==> src/rtl/mul_sched_pkg.sv <==
// Shared constants for the multiplier scheduler.
// State encoding and watchdog sizing.
package mul_sched_pkg;

  localparam logic [1:0] S_IDLE  = 2'd0;
  localparam logic [1:0] S_ISSUE = 2'd1;
  localparam logic [1:0] S_WAIT  = 2'd2;
  localparam logic [1:0] S_RESP  = 2'd3;

  localparam int WDOG_W = 16;

endpackage

==> src/rtl/rr_arbiter.sv <==
// Round-robin requester select.
// Scans req starting at ptr, wrapping modulo N_REQ.
module rr_arbiter #(
  parameter int N_REQ = 4,
  parameter int IDW   = 2
) (
  input  logic [N_REQ-1:0] req,
  input  logic [IDW-1:0]   ptr,
  output logic [N_REQ-1:0] grant,
  output logic [IDW-1:0]   id,
  output logic             any
);

  logic [2*N_REQ-1:0] dbl;
  logic [N_REQ-1:0]   rot;
  logic               found;
  int                 sel;

  assign dbl = {req, req} >> ptr;
  assign rot = dbl[N_REQ-1:0];
  assign any = |req;

  // rot[k] is requester (ptr + k) mod N_REQ
  always_comb begin
    grant = '0;
    id    = '0;
    found = 1'b0;
    sel   = 0;
    for (int k = 0; k < N_REQ; k++) begin
      if (!found && rot[k]) begin
        found = 1'b1;
        sel   = int'(ptr) + k;
        if (sel >= N_REQ) sel = sel - N_REQ;
      end
    end
    if (found) begin
      id    = IDW'(sel);
      grant = N_REQ'(1) << sel;
    end
  end

endmodule

==> src/rtl/mul_scheduler.sv <==
// Shares one multiplier among N_REQ requesters.
// Single outstanding op, round-robin issue, watchdog.
module mul_scheduler
  import mul_sched_pkg::*;
#(
  parameter int C_WIDTH = 32,
  parameter int N_REQ   = 4,
  parameter int TIMEOUT = 255
) (
  input  logic                       ctl_clk,
  input  logic                       reset,
  input  logic [N_REQ-1:0]           req,
  input  logic [N_REQ*C_WIDTH-1:0]   req_a,
  input  logic [N_REQ*C_WIDTH-1:0]   req_b,
  input  logic [N_REQ-1:0]           req_signed,
  output logic [N_REQ-1:0]           gnt,
  output logic [N_REQ-1:0]           rsp_valid,
  output logic [C_WIDTH-1:0]         rsp_y,
  output logic                       rsp_err,
  output logic                       busy,
  output logic [C_WIDTH-1:0]         mul_a,
  output logic [C_WIDTH-1:0]         mul_b,
  output logic                       mul_signed,
  output logic                       mul_trigger,
  input  logic                       mul_ready,
  input  logic                       mul_done,
  input  logic [C_WIDTH-1:0]         mul_y
);

  localparam int IDW = (N_REQ > 1) ? $clog2(N_REQ) : 1;

  logic [1:0]        state;
  logic [IDW-1:0]    ptr;
  logic [IDW-1:0]    id_q;
  logic [IDW-1:0]    arb_id;
  logic [N_REQ-1:0]  arb_gnt;
  logic              arb_any;
  logic [WDOG_W-1:0] wdog;

  rr_arbiter #(
    .N_REQ(N_REQ),
    .IDW  (IDW)
  ) u_arb (
    .req  (req),
    .ptr  (ptr),
    .grant(arb_gnt),
    .id   (arb_id),
    .any  (arb_any)
  );

  always_ff @(posedge ctl_clk) begin
    if (reset) begin
      state       <= S_IDLE;
      ptr         <= '0;
      id_q        <= '0;
      wdog        <= '0;
      gnt         <= '0;
      rsp_valid   <= '0;
      rsp_y       <= '0;
      rsp_err     <= 1'b0;
      busy        <= 1'b0;
      mul_a       <= '0;
      mul_b       <= '0;
      mul_signed  <= 1'b0;
      mul_trigger <= 1'b0;
    end else begin
      gnt         <= '0;
      rsp_valid   <= '0;
      mul_trigger <= 1'b0;
      unique case (state)
        S_IDLE: begin
          if (arb_any && mul_ready) begin
            id_q        <= arb_id;
            mul_a       <= req_a[arb_id*C_WIDTH +: C_WIDTH];
            mul_b       <= req_b[arb_id*C_WIDTH +: C_WIDTH];
            mul_signed  <= req_signed[arb_id];
            gnt         <= arb_gnt;
            mul_trigger <= 1'b1;
            busy        <= 1'b1;
            state       <= S_ISSUE;
          end
        end
        S_ISSUE: begin
          wdog  <= '0;
          state <= S_WAIT;
        end
        S_WAIT: begin
          if (mul_done) begin
            rsp_y     <= mul_y;
            rsp_err   <= 1'b0;
            rsp_valid <= N_REQ'(1) << id_q;
            state     <= S_RESP;
          end else if (wdog >= WDOG_W'(TIMEOUT)) begin
            rsp_y     <= '0;
            rsp_err   <= 1'b1;
            rsp_valid <= N_REQ'(1) << id_q;
            state     <= S_RESP;
          end else if (wdog != '1) begin
            wdog <= wdog + 1'b1;
          end
        end
        S_RESP: begin
          ptr   <= (id_q == IDW'(N_REQ - 1)) ? '0 : id_q + 1'b1;
          busy  <= 1'b0;
          state <= S_IDLE;
        end
        default: begin
          busy  <= 1'b0;
          state <= S_IDLE;
        end
      endcase
    end
  end

endmodule

==> config.mk <==
export PLATFORM = sky130hd
export DESIGN_NAME = mul_scheduler
export DESIGN_NICKNAME = d
export VERILOG_FILES = /design/src/rtl/mul_sched_pkg.sv /design/src/rtl/rr_arbiter.sv /design/src/rtl/mul_scheduler.sv
export SDC_FILE = /design/constraint.sdc
export NUM_CORES = 1
export LEC_CHECK = 0
export ABC_AREA = 1
export BUFFER_PORTS_ARGS = -buffer_cell sky130_fd_sc_hd__buf_2
export CAP_MARGIN = 10
export CORE_AREA = 2 2 160 162
export CTS_BUF_LIST = sky130_fd_sc_hd__clkbuf_16
export CTS_CLUSTER_SIZE = 30
export DETAILED_ROUTE_END_ITERATION = 16
export DIE_AREA = 0 0 162 164
export GPL_ROUTABILITY_DRIVEN = 0
export HOLD_SLACK_MARGIN = 0.03
export PLACE_DENSITY = 0.61
export SYNTH_ARGS = -nofsm -noshare
export SYNTH_HDL_FRONTEND = slang
export SYNTH_SLANG_ARGS = --single-unit
==> constraint.sdc <==
create_clock -name ctl_clk -period 2.42 [get_ports ctl_clk]
set_clock_uncertainty 0.1 [all_clocks]
set_input_delay 0.121 -clock ctl_clk [delete_from_list [all_inputs] [get_ports ctl_clk]]
set_output_delay 0.121 -clock ctl_clk [all_outputs]
set_load 0.03 [all_outputs]
==> run metrics <==
status finished, final reports clean; initial antenna violation count 0; WHS Path Cells 7; max cap viols 0; global-route wire length before repair 54.3 mm; total track usage 25.6%; Num CTS Buffers 17; # IOs 408; Worst-path clk slew 0.06 ns; largest net degree at the start of global routing 90; count of cell types in the netlist 35; CTS tree done; reg2reg end mul_a[26]; crit-path cells inv_4, nand2_1, nand2_1, nand2_1, nand2_1, o21ai_2, nand2_1, nand3_4, buf_12, inv_1, nand2_1, nand2_1, nand2_1, nand2_1; Reg-to-Reg Start ptr[0]; Routed WL per cell 14.9 um; post-synthesis register bit count between 100 and 150; Initial Utilization 35.1%; Least-Margin Pin Slew 0.495 ns; final period utilization between 90 and 100%; post-synthesis sequential area ratio 29.9%; Tmin final 2.18 ns; placed standard-cell area 0.0111 sq mm; share of layout cells above drive strength 1 about a quarter; Filler Cell Count ~2,300; Synth Net Count between 1,500 and 2,000; relative slew slack roughly 67%; # port buffers 407; final hold vios 0; Synth async-reset ratio 0%; final setup fails 0; TNS Setup 0 ns; # rows 58; Static Leakage 7.87 nW; r2r setup slk 0.24 ns; DP HPWL 22.8 mm; 1st-iter DRT viols 823; area delta synth->final 57.6%; Mapped Cells 1,421; buffer depth of the longest clock path 2; Critical Path End Type flip-flop; Setup CP Type reg2reg; max frequency about 0.46 GHz; DRT Wirelength around 35 mm; Worst Path Max Fanout 28; Ys Warns 0; RSZ-0062 raised after global routing no; Worst Path Arrival about 2.5 ns; Die ar. ~0.027 sq mm; final net count 2,311; die height 164 um; slowest CP cell dfxtp_4; pwr dens between 800 and 900 mW/mm^2; Startpoint Class flip-flop; via/cell ratio 4.80; vias in the first global route approximately 11,000; most common cell after layout, fill and taps aside buf_2; Chip Width 162 um; cell area after synthesis around 0.0087 sq mm; R2R cell count 14; Hold EP mul_a[14]; fin area about 0.014 sq mm; core area about 0.025 sq mm; Post-synth EDFFs 0; total gr overflow 0; total power 12.1 mW; CP most frequent cell nand2_1; postcts setup bufs 0; Post-DRT Antenna Nets 0; # DRC 0; clock sink total 130; HP Start req_a[78]; Slew Viols, Final 0; worst vdd ir between 0.5 and 0.6 mV; most frequent cells in the layout buf_2 (407), nand2_1 (347), inv_1 (339), nand3_1 (297), dlygate4sd3_1 (203); Post-synth top flop dfxtp_1; worst-skew pair later-pin latency 0.42 ns; Synth Area per Inst just over 6 sq um; worst hold path class in2reg; CP Data Required Time approximately 2.7 ns; routed vias 11,200; drt pass-1 iters 6; H-tree depth 4; CTS Root Cell clkbuf_16; CP max stage delay 0.39 ns
power by group:
group	total (mW)	internal, mW	switching, mW
Combinational	6.73	2.41	4.32
Sequential	2.88	2.62	0.259
Clock	2.51	1.36	1.14
registers in the layout (all words and copies together), names as in the netlist:
name         count
state            2
wdog            16
rsp_valid        4
ptr              2
mul_trigger      1
rsp_err          1
mul_b           32
gnt              4
busy             1
id_q             2
mul_signed       1
rsp_y           32
mul_a           32
synth_stat cells, types with 2 or more instances:
cell      count  share of area (%)
a21oi_1      44                2.5
a21oi_2       2               0.20
buf_1         6               0.26
buf_2        29                1.7
buf_4         7               0.60
buf_6         8                1.0
buf_8         3               0.52
clkbuf_1     33                1.4
dfxtp_1     130                 30
ha_1         15                2.2
inv_1       339                 15
inv_2         3               0.13
nand2_1     347                 15
nand2_4       2               0.26
nand3_1     297                 17
nand3_2      32                3.7
nand4_1       4               0.29
nor2_1       27                1.2
nor3_1        6               0.35
o21a_1       61                5.3
o21ai_0      12               0.69
cell type report:
type | instances | area, sq um | area share, %
antenna | 1 | 2.50 | 0.0183
clock buffer | 17 | 425 | 3.10
clock inverter | 15 | 140 | 1.02
inverter | 345 | 1310 | 9.52
multi-input combinational | 860 | 4330 | 31.6
sequential | 130 | 2610 | 19.0
tap | 330 | 413 | 3.01
timing repair buffer | 642 | 4480 | 32.7
metrics by stage:
| step | hold slack, ns | util [%] | setup slack, ns | std cells |
|---|---|---|---|---|
| after CTS | 0.0303 | 55.2 | 0.0877 | 2339 |
| after global placement | 0.277 | 44.7 | 0.152 | 2104 |
| final | 0.0332 | 55.2 | 0.237 | 2340 |
| after detailed placement | 0.279 | 44.7 | 0.0908 | 2104 |
| after global routing | 0.0763 | 55.2 | 0.0340 | 2339 |
| after floorplan | 0.102 | - | 0.459 | 1421 |
routing by layer:
layer  track usage [%]  wire length, um  up-vias
met5                 0                0        -
met4              13.1             1500        0
met3              4.62             2460      114
met2              45.9            17100      581
met1              29.3            13800     5040
li1                  -                -     5501
worst max-delay path by stage:
stage,startpoint,end,depth (start not counted)
floorplan,wdog[0],wdog[6],12
global placement,ptr[0],mul_a[9],14
detailed placement,ptr[0],mul_a[26],13
CTS,ptr[0],mul_a[26],13
global route,ptr[0],mul_a[9],15
finish,ptr[0],mul_a[26],14
worst max-delay path, delay by kind of cell, from the launching register on:
kind                   cells  cell delay [ns]
AOI/OAI and AO/OA          1             0.07
and+or+nand+nor           10             0.99
DFF                        1             0.39
buffers and inverters      3             0.56
repair_timing:
action                                  in CTS  in global routing
endpoints found under the setup margin       0                 69
gates resized for setup                      0                  4
hold endpoints to repair                    93                  0
hold buffers                               203                  0
cell families (layout without fill, tap and decap cells):
| family | count (synthesis) | after routing | synth area share [%] |
|---|---|---|---|
| AOI/OAI and AO/OA | 124 | 124 | 9.18 |
| xor gates and xnor gates | 1 | 1 | 0.101 |
| adders and majority gates | 15 | 15 | 2.16 |
| buffers and inverters | 431 | 1019 | 20.5 |
| DFF | 130 | 130 | 29.9 |
| other | 0 | 1 | 0 |
| and+or+nand+nor | 720 | 720 | 38.2 |
Note: power is estimated with default switching activity, not from simulation.
